## src/rtl/ppu_pattern_pkg.sv

```systemverilog
// ppu_pattern_pkg
//   Shared types and constants for the PPU test-pattern source.
//   - pattern_mode_e : selectable test patterns
//   - BAR_COLOURS    : 24-bit colour codes of the eight vertical bars, left to right
//   - bar_mask       : reduces a bar colour to one "full-scale" flag per channel,
//                      so the colour scales to any channel width
package ppu_pattern_pkg;

  typedef enum logic [1:0] {
    MODE_BORDER = 2'd0,
    MODE_BARS   = 2'd1,
    MODE_GRAD   = 2'd2,
    MODE_FLAT   = 2'd3
  } pattern_mode_e;

  localparam int BAR_COUNT = 8;

  // white, yellow, cyan, green, magenta, red, blue, black
  localparam logic [23:0] BAR_COLOURS [BAR_COUNT] = '{
    24'hFFFFFF, 24'hFFFF00, 24'h00FFFF, 24'h00FF00,
    24'hFF00FF, 24'hFF0000, 24'h0000FF, 24'h000000
  };

  // Bar channels are either full-scale or zero, so one bit per channel
  // ({R,G,B}) is enough to rebuild the colour at any CH_W.
  function automatic logic [2:0] bar_mask(input logic [23:0] colour);
    return {|colour[23:16], |colour[15:8], |colour[7:0]};
  endfunction

endpackage

```

## src/rtl/ppu_pipe_delay.sv

```systemverilog
// ppu_pipe_delay
//   Fixed-depth shift register with synchronous clear. Used to stretch the
//   pattern output pipeline to the configured latency.
// Ports
//   clk_p  in   1      clock
//   rst_p  in   1      synchronous clear, active high (empties every stage)
//   d      in   WIDTH  data in
//   q      out  WIDTH  data in, delayed by DEPTH cycles (DEPTH >= 1)
module ppu_pipe_delay #(
  parameter int WIDTH = 1,
  parameter int DEPTH = 1
) (
  input  logic             clk_p,
  input  logic             rst_p,
  input  logic [WIDTH-1:0] d,
  output logic [WIDTH-1:0] q
);

  logic [WIDTH-1:0] stage_q [DEPTH];

  // NOTE: state registers use non-blocking assignments so every stage samples
  // the value its neighbour held before the edge; blocking would collapse the
  // shift register into a single stage.
  always_ff @(posedge clk_p) begin
    if (rst_p) begin
      // NOTE: this array is cleared on reset on purpose: stale pixels must not
      // leak out after a reset. Plain storage arrays normally stay unreset.
      for (int i = 0; i < DEPTH; i++) stage_q[i] <= '0;
    end else begin
      stage_q[0] <= d;
      for (int i = 1; i < DEPTH; i++) stage_q[i] <= stage_q[i-1];
    end
  end

  assign q = stage_q[DEPTH-1];

endmodule

```

## src/rtl/ppu_pattern_gen.sv

```systemverilog
// ppu_pattern_gen
//   PPU-domain raster timing and test-pattern source feeding hdmi_upscaler.
//   Free-running px/py counters with resync on new_frame, four patterns
//   (border/checker, colour bars, gradient, flat frame-count grey). The pattern
//   mode is latched only on frame events so a frame never tears.
// Optional feature macro
//   PATTERN_SCROLL_EN : scroll the checker and bars horizontally by frame_cnt.
//                       Undefined (default): static patterns, no scroll adder.
// Ports
//   clk_p        in   1       PPU pixel clock
//   rst_p        in   1       synchronous reset, active high
//   new_frame    in   1       resync request; counters read (0,0) next cycle
//   mode_i       in   2       requested pattern (pattern_mode_e)
//   px, py       out  CW      current column / row counters
//   frame_start  out  1       pulse in the cycle px/py enter (0,0) by wrap or resync
//   frame_cnt    out  8       frames started since reset, wraps
//   visible      out  1       rgb_p lies in the visible area (LATENCY delayed)
//   rgb_p        out  3*CH_W  {R,G,B} pattern pixel (LATENCY delayed)
module ppu_pattern_gen
  import ppu_pattern_pkg::*;
#(
  parameter int ISCREEN_WIDTH  = 256,
  parameter int ISCREEN_HEIGHT = 240,
  parameter int IFRAME_WIDTH   = 341,
  parameter int IFRAME_HEIGHT  = 262,
  parameter int CH_W           = 8,
  parameter int LATENCY        = 1,
  parameter int CW             = 9
) (
  input  logic              clk_p,
  input  logic              rst_p,
  input  logic              new_frame,
  input  logic [1:0]        mode_i,
  output logic [CW-1:0]     px,
  output logic [CW-1:0]     py,
  output logic              frame_start,
  output logic [7:0]        frame_cnt,
  output logic              visible,
  output logic [3*CH_W-1:0] rgb_p
);

  localparam int PIX_W = 3 * CH_W;

  localparam logic [CW-1:0] X_LAST  = CW'(IFRAME_WIDTH - 1);
  localparam logic [CW-1:0] Y_LAST  = CW'(IFRAME_HEIGHT - 1);
  localparam logic [CW-1:0] X_VIS   = CW'(ISCREEN_WIDTH);
  localparam logic [CW-1:0] Y_VIS   = CW'(ISCREEN_HEIGHT);
  localparam logic [CW-1:0] X_RIGHT = CW'(ISCREEN_WIDTH - 1);
  localparam logic [CW-1:0] Y_BOT   = CW'(ISCREEN_HEIGHT - 1);

  pattern_mode_e mode_q;
  logic [2:0]    bar_q;

  logic          line_end, frame_end, frame_evt;
  logic [CW-1:0] px_n, py_n;
  logic [7:0]    fc_n;
  logic [2:0]    bar_n, bar_start;
  logic [CW-1:0] xs, xs_inc;

  // Right-hand edge of bar idx, i.e. where bar idx+1 begins. A mux of
  // constants, so no multiplier or divider is built.
  function automatic logic [CW-1:0] bar_edge(input logic [2:0] idx);
    logic [CW-1:0] e;
    e = '0;
    for (int k = 0; k < BAR_COUNT; k++)
      if (idx == 3'(k)) e = CW'((k + 1) * ISCREEN_WIDTH / BAR_COUNT);
    return e;
  endfunction

`ifdef PATTERN_SCROLL_EN
  localparam int SUM_W     = CW + 9;
  localparam int MOD_STEPS = (IFRAME_WIDTH + 255) / ISCREEN_WIDTH + 1;

  // (x + fc) mod ISCREEN_WIDTH via a bounded chain of conditional subtracts.
  function automatic logic [CW-1:0] scroll_x(input logic [CW-1:0] x, input logic [7:0] fc);
    logic [SUM_W-1:0] s;
    s = SUM_W'(x) + SUM_W'(fc);
    for (int i = 0; i < MOD_STEPS; i++)
      if (s >= SUM_W'(ISCREEN_WIDTH)) s = s - SUM_W'(ISCREEN_WIDTH);
    return CW'(s);
  endfunction

  // Bar index for a scrolled column; only needed to seed the bar counter at
  // the start of a line, where the scroll offset makes it non-zero.
  function automatic logic [2:0] bar_of(input logic [CW-1:0] x);
    logic [2:0] b;
    b = '0;
    for (int k = 1; k < BAR_COUNT; k++)
      if (x >= CW'(k * ISCREEN_WIDTH / BAR_COUNT)) b = 3'(k);
    return b;
  endfunction

  assign xs        = scroll_x(px, frame_cnt);
  assign bar_start = bar_of(scroll_x('0, fc_n));
`else
  assign xs        = px;
  assign bar_start = 3'd0;
`endif

  assign xs_inc = xs + CW'(1);

  // Counter and frame-event next state. A resync that lands on the natural
  // wrap is a single event because both simply raise frame_evt.
  always_comb begin
    // NOTE: every variable gets a default before any branch; a path that
    // leaves one unassigned would infer a latch.
    line_end  = (px == X_LAST);
    frame_end = line_end && (py == Y_LAST);
    frame_evt = new_frame || frame_end;
    px_n      = px + CW'(1);
    py_n      = py;
    fc_n      = frame_cnt;
    if (frame_evt) begin
      px_n = '0;
      py_n = '0;
      fc_n = frame_cnt + 8'd1;
    end else if (line_end) begin
      px_n = '0;
      py_n = py + CW'(1);
    end
  end

  // Bar index tracks the (possibly scrolled) column: reseeded whenever px
  // returns to 0, wraps when the scrolled column wraps, otherwise steps when
  // the next column reaches the current bar's right edge.
  always_comb begin
    bar_n = bar_q;
    if (frame_evt || line_end)
      bar_n = bar_start;
    else if (xs_inc == X_VIS)
      bar_n = 3'd0;
    else if (bar_q != 3'(BAR_COUNT - 1) && xs_inc == bar_edge(bar_q))
      bar_n = bar_q + 3'd1;
  end

  always_ff @(posedge clk_p) begin
    if (rst_p) begin
      px          <= '0;
      py          <= '0;
      frame_start <= 1'b0;
      frame_cnt   <= '0;
      bar_q       <= '0;
      mode_q      <= MODE_BORDER;
    end else begin
      px          <= px_n;
      py          <= py_n;
      frame_start <= frame_evt;
      frame_cnt   <= fc_n;
      bar_q       <= bar_n;
      if (frame_evt) mode_q <= pattern_mode_e'(mode_i);
    end
  end

  // Pixel function for the coordinate currently on px/py.
  logic [CH_W-1:0]  x_c, xs_c, y_c, flat_c;
  logic [2:0]       bar_m;
  logic             vis_c;
  logic [PIX_W-1:0] rgb_c;

  assign x_c    = CH_W'(px);
  assign xs_c   = CH_W'(xs);
  assign y_c    = CH_W'(py);
  assign flat_c = CH_W'(frame_cnt);
  assign bar_m  = bar_mask(BAR_COLOURS[bar_q]);
  assign vis_c  = (px < X_VIS) && (py < Y_VIS);

  always_comb begin
    rgb_c = '0;
    if (vis_c) begin
      case (mode_q)
        MODE_BORDER: begin
          // Border test deliberately uses the unscrolled column.
          if (px == '0 || py == '0 || px == X_RIGHT || py == Y_BOT)
            rgb_c = '1;
          else if (xs_c[0] ^ y_c[0])
            rgb_c = {xs_c, y_c, {CH_W{1'b0}}};
        end
        MODE_BARS: rgb_c = {{CH_W{bar_m[2]}}, {CH_W{bar_m[1]}}, {CH_W{bar_m[0]}}};
        MODE_GRAD: rgb_c = {x_c, y_c, x_c ^ y_c};
        MODE_FLAT: rgb_c = {flat_c, flat_c, flat_c};
        default:   rgb_c = '0;
      endcase
    end
  end

  // First output stage; any further latency is added by the delay line.
  logic [PIX_W:0] stage1_q, out_q;

  always_ff @(posedge clk_p) begin
    if (rst_p) stage1_q <= '0;
    else       stage1_q <= {vis_c, rgb_c};
  end

  if (LATENCY > 1) begin : g_delay
    ppu_pipe_delay #(
      .WIDTH (PIX_W + 1),
      .DEPTH (LATENCY - 1)
    ) u_delay (
      .clk_p (clk_p),
      .rst_p (rst_p),
      .d     (stage1_q),
      .q     (out_q)
    );
  end else begin : g_direct
    assign out_q = stage1_q;
  end

  assign visible = out_q[PIX_W];
  assign rgb_p   = out_q[PIX_W-1:0];

endmodule
```

## config.mk

```make
export PLATFORM = sky130hd
export DESIGN_NAME = ppu_pattern_gen
export DESIGN_NICKNAME = d
export VERILOG_FILES = /design/src/rtl/ppu_pattern_pkg.sv /design/src/rtl/ppu_pipe_delay.sv /design/src/rtl/ppu_pattern_gen.sv
export SDC_FILE = /design/constraint.sdc
export NUM_CORES = 1
export LEC_CHECK = 0
export CAP_MARGIN = 30
export CORE_UTILIZATION = 40
export CTS_CLUSTER_DIAMETER = 50
export DETAILED_ROUTE_END_ITERATION = 16
export PLACE_DENSITY = 0.64
export RECOVER_POWER = 25
export SLEW_MARGIN = 20
export SYNTH_ARGS = -nofsm -noshare
export SYNTH_HDL_FRONTEND = slang
export SYNTH_HIERARCHICAL = 1
export SYNTH_SLANG_ARGS = --single-unit
```

## constraint.sdc

```tcl
create_clock -name clk_p -period 2.4 [get_ports clk_p]
set_input_delay 0.48 -clock clk_p [delete_from_list [all_inputs] [get_ports clk_p]]
set_output_delay 0.48 -clock clk_p [all_outputs]
set_load 0.02 [all_outputs]
```

# After elaboration in Yosys (flattened, before gate mapping)
# Memory sizes are Yosys's and may differ from the RTL's.
# Cells that the tools add are included.
[op_classes]
addsub = 4
magnitude_cmp = 3
eq_ne = 17
mux = 15
n_bitwise = 4
n_reduce_logical = 19
[ops]
columns = ["cell", "n"]
rows = [
  ["24-bit 2-to-1 mux", 4],
  ["24-bit case mux with 4 select lines", 1],
  ["9-bit 2-to-1 mux", 9],
  ["9-bit equality test (second input constant)", 3],
  ["8-bit OR reduction", 3],
  ["9-bit by 1-bit adder with 9-bit output (second input constant)", 2],
  ["9-bit by 8-bit equality test with 1-bit output (second input constant)", 2],
  ["9-bit logical NOT", 2],
  ["3-bit equality test (second input constant)", 4],
  ["9-bit equality test", 1],
  ["9-bit by 8-bit less-than comparator with 1-bit output (second input constant)", 1],
  ["9-bit less-than comparator (second input constant)", 1],
  ["8-bit by 1-bit adder with 8-bit output (second input constant)", 1],
  ["8-bit bitwise XOR", 1],
  ["3-bit by 2-bit equality test with 1-bit output (second input constant)", 2],
  ["6-bit 2-to-1 mux", 1],
  ["3-bit OR reduction", 2],
  ["1-bit logical OR", 5],
  ["2-bit equality test (second input constant)", 2],
  ["4-bit greater-or-equal comparator (second input constant)", 1],
  ["3-bit NOT with 4-bit output", 1],
  ["2-bit OR reduction", 2],
  ["3-bit by 1-bit adder with 3-bit output (second input constant)", 1],
  ["3-bit by 1-bit equality test with 1-bit output (second input constant)", 1],
  ["other kinds (7)", 9],
]
[totals]
ff_bits = 57
romBits = 192
input_bits = 5
output_inout_bits = 52
elab_cells = 71
memories = 1
[mem_list]
columns = ["memory", "words", "word_bits", "read_ports", "rd_clocked_by_memory_dff", "write_ports", "line_no", "source"]
rows = [
  ["(no name shown)", 8, 24, 1, 0, 0, "ppu_pattern_gen.sv:164", "assign bar_m = bar_mask(BAR_COLOURS[bar_q]);"],
]

# Longest topological paths before layout
# Gate-level depths: netlist of the first run.
[logic_depth]
ltp_word = 13
depth_mapped = 9
mapped_depth_nobuf = 8

# Worst setup path after synthesis of the first run
# OpenSTA, ideal clock, no wires.
[synth_path]
kind = "register to register"
from = "register px[0]"
to = "register stage1_q[13] (netlist: out_q[13])"
setup_ns = 0.122
t_arrival_ns = 2.186
t_required_ns = 2.278
path_slack_ns = 0.093
path_stages_with_launch = 10
n_path_buf = 1
period_less_slack_ns = 2.307
cell_sequence = "dfxtp_1 ha_1 and4_1 and4_1 ha_1 a211oi_1 o21ai_0 nor2_1 buf_2 a21oi_1"
[synth_via]
elab_chain_cells = 6
word_cells_on_any_way = 13
classes_between = "order compare: 1; eq/ne: 1; mux: 3; bitwise: 2; reduce/logical: 6"
[synth_rtl]
columns = ["item", "line_no", "source"]
rows = [
  ["start: declaration", "ppu_pattern_gen.sv:34", "output logic [CW-1:0] px,"],
  ["start signal: assignment", "ppu_pattern_gen.sv:145", "px <= px_n;"],
  ["branches (longest 6 deep; another with 9-bit less-than comparator)", "--", ""],
  ["end signal: assignment", "ppu_pattern_gen.sv:191", "else stage1_q <= {vis_c, rgb_c};"],
  ["end: declaration", "ppu_pattern_gen.sv:187", "logic [PIX_W:0] stage1_q, out_q;"],
]
# Parallel ways; which one is timed is not known.
# A chain may end at the register's enable or synchronous reset.

# Worst setup path in the final report of the first run
[layout_path]
from = "register px[0]"
to = "register bar_q[2]"
[layout_via]
elab_chain_cells = 5
word_cells_on_any_way = 9
classes_between = "add/sub: 1; eq/ne: 3; reduce/logical: 5"
[layout_rtl]
columns = ["item", "line_no", "source"]
rows = [
  ["branches (longest 5 deep; another with 9-bit by 1-bit adder with 9-bit output)", "--", ""],
  ["end signal: assignment", "ppu_pattern_gen.sv:149", "bar_q <= bar_n;"],
  ["end: declaration", "ppu_pattern_gen.sv:52", "logic [2:0] bar_q;"],
]
# Parallel ways; which one is timed is not known.

==> results.yml, run 1 <==
synth:
  syn-instance-count: 368
  ys_types: 46
  synth_seq_cells: 57
  yosysWarnings: 6
  syn_area_um2: 3060
  synth_flop_cell: "dfxtp_1"
  synth_area_per_cell_um2: 8.31
  synth_edf_count: 0
  syn_nets: 389
  synth_seq_area_share_pct: 37.3
  synthArstFlopShare_pct: 0
clocking:
  clkTransAtPathRegs_ns: 0.07
  clock_latency_ns: 0.35
  htreeDepth: 3
  cts.sinks: 57
  tritoncts: "built"
  numCtsBuffers: 9
  clock_path_buffers: 2
  cts_root_buf: "clkbuf_8"
pwr:
  seqPwrFrac_pct: 46.4
  p_leak_uw: 0.00148
  cellPowerDensity_nw_per_um2: 543
  clockPowerShare_pct: 42.1
  p_int_uw: 1610
  p_total_uw: 2180
  p_sw_uw: 574
  p_comb_share_pct: 11.5
  ir_worst_vdd_mv: 0.379
  switching_share_pct: 26.3
place:
  io_buffers: 56
  place_area_um2: 3780
  gp_congestion: 0.861
  hpwl_um: 5730
worst_setup_path:
  worst_setup_path_end_kind: "flop"
  crit_fanout: 5
  arrival_ns: 2.52
  path_class: "reg2reg"
  cp.required_ns: 2.67
  critPathLaunchType: "flop"
routing:
  drt-wirelength-per-cell_um: 14.6
  num_vias: 2761
  drt-total-wl_um: 7800
  first_pass_iters: 5
  drc: 0
  drt_iter0_markers: 181
  drt.antenna.violating_nets: 0
  via_per_inst: 5.16
timing:
  worst_slew_pin_slew_ns: 0.578
  slew_viol_final: 0
  fmax_mhz: 444
  slew_headroom_pct: 61.5
  min_period_over_period_pct: 93.8
  finalHoldViolCount: 0
  skew_ns: 0.0135
  setup_viol: 0
  final.min_clock_period_ns: 2.25
grt:
  grt_max_degree: 30
  grt-ovfl-total: 0
  track_usage_pct: 21.6
  grt_pass1_wl_um: 12800
  grt_pass1_vias: 2578
  antenna_found_initial: 0
floorplanning:
  die_width_um: 89.4
  dieArea_um2: 8000
  rows: 31
  start_util_pct: 41.7
  io_pins: 57
  die_y_um: 89.4
  core_area_um2: 7330
cells_and_area:
  num_antenna_cells: 0
  nets: 452
  postLayoutCoreUtil_pct: 54.8
  fin_area_um2: 4020
  drive_above_1_share_pct: 11.5
  area_growth_pct: 31.3
min_path:
  hold_class: "reg2reg"
status:
  status: "finished, final reports clean"
flow_run:
  cap_violations: 0
==> final cells by class <==
| class | count | area [um^2] |
|---|---|---|
| fillers | 679 | 3310 |
| inverters | 15 | 56.3 |
| flip-flops and latches | 57 | 1140 |
| repair buffers | 79 | 733 |
| clock inverters | 6 | 66.3 |
| multi-input cells | 269 | 1760 |
| clock buffers | 10 | 138 |
| well taps | 99 | 124 |
==> metal layers <==
| metal | global-route usage (%) | up-vias | wire [um] | part of all wire (%) |
|---|---|---|---|---|
| met5 | 0 | - | 0 | 0 |
| met4 | 8.80 | 0 | 172 | 2.2 |
| li1 | - | 1387 | - | - |
| met1 | 28.5 | 1277 | 3650 | 47 |
| met2 | 34.0 | 84 | 3610 | 46 |
| met3 | 4.89 | 13 | 366 | 4.7 |
==> sequential cells by signal, indices dropped and copies added, names as in the netlist <==
register,cells
out_q,25
px,9
py,9
frame_cnt,8
bar_q,3
mode_q,2
frame_start,1
==> Yosys cell counts, types with 2 or more instances <==
cell / n / area, um^2
nand4b_1: 2 / 17.5
nor2b_1: 5 / 31.3
o21ai_0: 30 / 150
nor2_1: 45 / 169
inv_1: 14 / 52.6
a21oi_1: 30 / 150
clkbuf_1: 17 / 63.8
or4_1: 2 / 15.0
mux2i_1: 3 / 30.0
o211ai_1: 18 / 135
and2_1: 2 / 12.5
nor3_1: 3 / 15.0
nand3_1: 7 / 35.0
and3_1: 3 / 18.8
nor3b_1: 3 / 22.5
ha_1: 16 / 200
buf_1: 3 / 11.3
xor2_1: 9 / 78.8
buf_6: 2 / 22.5
xnor2_1: 20 / 175
nand2b_1: 17 / 106
and4_1: 2 / 17.5
a221oi_1: 2 / 17.5
nand2_1: 25 / 93.8
nand4_1: 5 / 31.3
buf_2: 5 / 25.0
dfxtp_1: 57 / 1140
nor4b_4: 3 / 71.3
==> critical path, stage by stage (launching register included) <==
cell and delay (ns):
dfxtp_1 0.35, ha_2 0.23, and4_2 0.28, and4_1 0.21, ha_1 0.31, nor4bb_2 0.31
o211a_1 0.25, a21oi_1 0.07, nor3_1 0.17
==> cells by family (layout without fill, tap and decap cells) <==
group / count (synthesis) / after routing / synth area share [%]
AO/OA/AOI/OAI: 90 / 90 / 17.7
multiplexers: 4 / 4 / 1.35
XOR/XNOR: 29 / 29 / 8.31
AND/OR/NAND/NOR: 130 / 130 / 23.0
adder cells (fa/ha/maj): 16 / 16 / 6.55
buffers and inverters: 42 / 110 / 5.85
flip-flops: 57 / 57 / 37.3
==> worst paths after layout <==
| check | start | end | slack [ns] | depth (start not counted) |
|---|---|---|---|---|
| worst min-delay path | bar_q[1]$_SDFFE_PP0P_ | bar_q[1]$_SDFFE_PP0P_ | 0.52 | 2 |
| worst max-delay path | px[0]$_SDFF_PP0_ | bar_q[2]$_SDFFE_PP0P_ | 0.15 | 8 |
| worst min register to register | bar_q[1]$_SDFFE_PP0P_ | bar_q[1]$_SDFFE_PP0P_ | 0.52 | 2 |
| worst max register to register | px[0]$_SDFF_PP0_ | bar_q[2]$_SDFFE_PP0P_ | 0.15 | 8 |
==> cell usage in the layout, fill, tap and decap left out, drive strengths merged, types with 9 or more instances in the layout <==
cell | synthesis | layout
a21oi | 30 | 30
buf | 10 | 23
clkbuf | 17 | 10
clkdlybuf4s50 | 0 | 30
dfxtp | 57 | 57
dlygate4sd3 | 0 | 26
ha | 16 | 16
inv | 14 | 15
nand2 | 25 | 25
nand2b | 17 | 17
nor2 | 45 | 45
o211ai | 18 | 18
o21ai | 30 | 30
xnor2 | 20 | 20
xor2 | 9 | 9
==> stage by stage <==
stage	hold slack [ns]	std cells	setup WS (ns)	TNS, ns
after floorplan	0.484	368	0.0928	0
after global placement	0.505	518	0.0987	0
after detailed placement	0.519	518	0.0912	0
after CTS	0.529	534	0.0735	0
after global routing	0.563	535	-0.00912	-0.00912
final	0.517	535	0.150	0
==> power groups by stage <==
stage | registers [uW] | clock network, uW | logic (uW)
after floorplan | 1080 | 0 | 99.3
after global placement | 1030 | 0 | 260
after detailed placement | 1040 | 0 | 262
after CTS | 1010 | 942 | 262
after global routing | 1020 | 976 | 275
final | 1010 | 917 | 252
==> what timing repair did <==
action | CTS | global route
endpoints found under the setup margin | 0 | 29
resized for setup | 0 | 6
hold endpoints to repair | 0 | 0
hold buffers | 0 | 0
buffers inserted | 0 | 1
(Power assumes the default switching activity.)
==> inputs of run 2 (changes only) <==
Settings changed: CORE_MARGIN from default to 4, CTS_CLUSTER_DIAMETER 50 to 150.
==> results.yml, run 2 (synthesized netlist as in run 1, its figures left out) <==
routing:
  drt-total-wl_um: 7770
  first_pass_iters: 5
  num_vias: 2692
  via_per_inst: 5.07
  drt.antenna.violating_nets: 0
  drt-wirelength-per-cell_um: 14.6
  top_layer: "met4"
  drc: 0
  wl_met3_um: 464
  met2_length_um: 3530
  drt_iter0_markers: 185
  wl_met1_um: 3670
timing:
  setup_viol: 0
  finalHoldViolCount: 0
  final.min_clock_period_ns: 2.23
  skew_ns: 0.0103
  worst_slew_pin_slew_ns: 0.668
  rsz0062_at_grt: "no"
  slew_headroom_pct: 55.3
  fmax_mhz: 449
  min_period_over_period_pct: 92.9
  holdWs_ns: 0.514
  tns_ns: 0
  slew_viol_final: 0
clocking:
  htreeDepth: 3
  tritoncts: "built"
  cts.sinks: 57
  clkTransAtPathRegs_ns: 0.07
  clock_path_buffers: 2
  numCtsBuffers: 9
  clock_latency_ns: 0.33
  cts_root_buf: "clkbuf_8"
floorplanning:
  die_y_um: 95.4
  core_area_um2: 7330
  start_util_pct: 41.7
  dieArea_um2: 9110
  die_width_um: 95.4
  rows: 31
  io_pins: 57
cells_and_area:
  drive_above_1_share_pct: 9.72
  nets: 448
  postLayoutCoreUtil_pct: 54.6
  num_antenna_cells: 0
  area_growth_pct: 30.9
  largest_register_ffs: 25
  final_cell_mix: "57 x dfxtp_1, 45 x nor2_1, 30 x a21oi_1, 30 x clkdlybuf4s50_1, 29 x o21ai_0"
  final_common_cell: "dfxtp_1"
  fin_area_um2: 4000
pwr:
  cellPowerDensity_nw_per_um2: 568
  p_leak_uw: 0.00148
  ir_worst_vdd_mv: 0.246
  p_total_uw: 2270
status:
  status: "finished, final reports clean"
place:
  hpwl_um: 5790
  gp_congestion: 0.903
  place_area_um2: 3760
  io_buffers: 56
min_path:
  min_from: "bar_q[1]$_SDFFE_PP0P_"
  hold_class: "reg2reg"
  whs_endpoint: "bar_q[1]$_SDFFE_PP0P_"
  whs_path_depth: 2
worst_setup_path:
  critPathLaunchType: "flop"
  cp_slowest_cell: "dfxtp_1"
  r2r_cells: 8
  cp.required_ns: 2.66
  worst_setup_path_end_kind: "flop"
  arrival_ns: 2.48
  r2r-start: "px[0]$_SDFF_PP0_"
  cp_cell_sequence: "ha_1, and4_1, and4_1, ha_1, nor4bb_4, o211a_1, a21oi_1, nor3_1"
  rrSetupSlack_ns: 0.17
  path_class: "reg2reg"
  crit_fanout: 5
  r2r_end: "bar_q[2]$_SDFFE_PP0P_"
  slowest_delay_ns: 0.35
grt:
  track_usage_pct: 17.8
  grt_pass1_vias: 2450
  grt_pass1_wl_um: 12500
  antenna_found_initial: 0
  grt-ovfl-total: 0
  grt_max_degree: 21
flow_run:
  cap_violations: 0
==> run 2: how the worst max path moves through the flow <==
stage | startpoint | end | slack [ns] | cells after the start
2_1_floorplan | px[0]$_SDFF_PP0_ | out_q[13]$_SDFF_PP0_ | 0.09 | 9
3_3_place_gp | px[0]$_SDFF_PP0_ | bar_q[2]$_SDFFE_PP0P_ | 0.17 | 8
3_5_place_dp | px[0]$_SDFF_PP0_ | bar_q[2]$_SDFFE_PP0P_ | 0.10 | 8
4_1_cts | px[0]$_SDFF_PP0_ | bar_q[2]$_SDFFE_PP0P_ | 0.08 | 8
5_1_grt | px[0]$_SDFF_PP0_ | bar_q[2]$_SDFFE_PP0P_ | 0.0002 | 8
6_report | px[0]$_SDFF_PP0_ | bar_q[2]$_SDFFE_PP0P_ | 0.17 | 8
==> run 2: per-layer routing <==
metal / up-vias / GRT usage [%]
met5: - / 0
met4: 0 / 4.98
met3: 10 / 4.42
met2: 81 / 28.5
met1: 1221 / 23.9
li1: 1380 / -
==> run 2: report_power, final <==
part / switching (uW) / internal (uW)
clock: 379 / 637
sequential: 23.3 / 988
combinational: 139 / 107
==> run 2: repair_timing <==
action	CTS	global route
buffers inserted	0	0
setup endpoints to repair	0	4
hold buffers	0	0
resized for setup	0	3
==> run 2: layout make-up <==
type                    instances  area (um^2)
clock buffers                  11          151
clock inverters                 5         77.6
well taps                      99          124
repair buffers                 75          699
fillers                       678         3330
flip-flops and latches         57         1140
multi-input cells             269         1750
inverters                      15         56.3
==> run 2: per-stage QoR <==
| step | setup WS [ns] | cells |
|---|---|---|
| floorplan | 0.0928 | 368 |
| global route | 0.000238 | 531 |
| finish | 0.171 | 531 |
| global placement | 0.170 | 515 |
| CTS | 0.0807 | 531 |
| detailed placement | 0.103 | 515 |
==> run 2: worst max-delay path, delay by kind of cell, from the launching register on <==
kind            cells  cell delay (ns)
fa+ha+maj           2             0.60
flops               1             0.35
compound gates      2             0.32
simple gates        4             0.91
==> inputs of run 3 (changes only) <==
Settings changed: CORE_MARGIN 4 to 2, SLEW_MARGIN 20 to 5.
Clock period 2.4 ns to 2.3 ns, I/O delays scaled along.
==> results.yml, run 3 (synthesized netlist as in run 1, its figures left out) <==
status:
  status: "finished, final reports clean"
floorplanning:
  start_util_pct: 41.7
  core_area_um2: 7330
  rows: 31
  die_y_um: 91.4
  die_width_um: 91.4
  dieArea_um2: 8360
  io_pins: 57
cells_and_area:
  drive_above_1_share_pct: 12.2
  largest_register_ffs: 25
  area_growth_pct: 35.1
  nets: 457
  finalNonFillerCells: 540
  fillers: 682
  num_antenna_cells: 0
  final_cell_mix: "56 x dfxtp_1, 44 x nor2_1, 31 x clkdlybuf4s50_1"
  final_common_cell: "dfxtp_1"
place:
  dpl_worst_slack_ns: 0.103
  gp_congestion: 0.862
  io_buffers: 56
  placed_cells: 522
  hpwl_um: 5790
timing:
  finalHoldViolCount: 0
  rsz0062_at_grt: "yes"
  fmax_mhz: 469
  final.min_clock_period_ns: 2.13
  skew_ns: 0.0144
  setup_ws_ns: 0.166
  worst_slew_pin_slew_ns: 0.600
  tns_ns: 0
  min_period_over_period_pct: 92.8
  slew_headroom_pct: 60.0
  setup_viol: 0
  slew_viol_final: 0
grt:
  track_usage_pct: 19.4
  grt-ovfl-total: 0
  grt_max_degree: 26
  antenna_found_initial: 0
  grt_pass1_wl_um: 12900
  grt_pass1_vias: 2544
routing:
  drc: 0
  via_per_inst: 5.13
  first_pass_iters: 4
  drt-total-wl_um: 7670
  drt-wirelength-per-cell_um: 14.2
  num_vias: 2771
  drt_iter0_markers: 190
  drt.antenna.violating_nets: 0
clocking:
  htreeDepth: 3
  cts_root_buf: "clkbuf_8"
  clock_path_buffers: 2
  clock_latency_ns: 0.34
  cts.sinks: 57
  clkTransAtPathRegs_ns: 0.07
  tritoncts: "built"
  numCtsBuffers: 9
worst_setup_path:
  r2r_cells: 6
  crit_fanout: 10
  cp.required_ns: 2.56
  arrival_ns: 2.39
  critPathLaunchType: "flop"
  r2r-start: "px[3]$_SDFF_PP0_"
  r2r_end: "bar_q[2]$_SDFFE_PP0P_"
  crit_start: "px[3]$_SDFF_PP0_"
  path_class: "reg2reg"
  worst_setup_path_end_kind: "flop"
  rrSetupSlack_ns: 0.17
min_path:
  min_from: "bar_q[1]$_SDFFE_PP0P_"
  hold_class: "reg2reg"
  whs_endpoint: "bar_q[1]$_SDFFE_PP0P_"
  whs_path_depth: 2
pwr:
  ir_worst_vdd_mv: 0.374
  p_leak_uw: 0.00155
  cellPowerDensity_nw_per_um2: 599
flow_run:
  cap_violations: 0
-- run 3: cell count changes in the layout (fill, tap and decap cells not counted), sizes merged --
cell	previous run	this run
bufinv	2	3
buf	18	27
clkinv	3	2
dlygate4sd3	26	25
clkdlybuf4s50	30	31
-- run 3: how the worst max path moves through the flow --
stage               slack, ns  cells after the start                     to
floorplan                0.06                      8  bar_q[2]$_SDFFE_PP0P_
global placement         0.17                      6    out_q[7]$_SDFF_PP0_
detailed placement       0.10                     10     py[7]$_SDFFE_PP0P_
CTS                      0.09                     10     py[7]$_SDFFE_PP0P_
global route           -0.004                     10     py[7]$_SDFFE_PP0P_
finish                   0.17                      6  bar_q[2]$_SDFFE_PP0P_
-- run 3: metal layers --
| layer | global-route usage (%) | vias up | share of wire [%] | wire [um] |
|---|---|---|---|---|
| met3 | 5.31 | 6 | 5.6 | 431 |
| met1 | 26.5 | 1279 | 47 | 3600 |
| li1 | - | 1408 | - | - |
| met2 | 30.0 | 78 | 47 | 3570 |
| met4 | 5.30 | 0 | 0.83 | 64 |
| met5 | 0 | - | 0 | 0 |
-- run 3: area by class of cell --
type                    instances  area, um^2  area share (%)
multi-input cells             269        1780            43.1
flip-flops and latches         57        1140            27.7
repair buffers                 84         783            19.0
clock buffers                  11         141            3.42
well taps                      99         124            3.00
clock inverters                 5         103            2.48
inverters                      15        56.3            1.36
-- run 3: worst max-delay path, stage by stage, from the launching register on --
cell and delay (ns):
dfxtp_1 0.62, nand3_1 0.20, or4_1 0.50, and3_1 0.21, o211a_1 0.24, and3_1 0.19
nor3_1 0.11
-- run 3: stage by stage --
stage	area, um^2	hold slack [ns]	util (%)	power, uW
floorplan	3060	0.484	-	1230
finish	4130	0.528	56.4	2480
CTS	4070	0.533	55.6	2510
global placement	3830	0.509	52.2	1350
detailed placement	3830	0.519	52.2	1360
global route	4130	0.559	56.4	2570
-- run 3: report_power, final --
group	switching, uW	internal, uW	leakage, uW	total, uW
Sequential	23.2	1030	0.000470	1050
Clock	406	747	0.000120	1150
Combinational	148	120	0.000964	268
-- run 3: repair_timing --
item / in CTS / in global routing
hold buffers: 0 / 0
endpoints found under the setup margin: 0 / 18
setup buffers: 0 / 2
gates resized for setup: 0 / 8
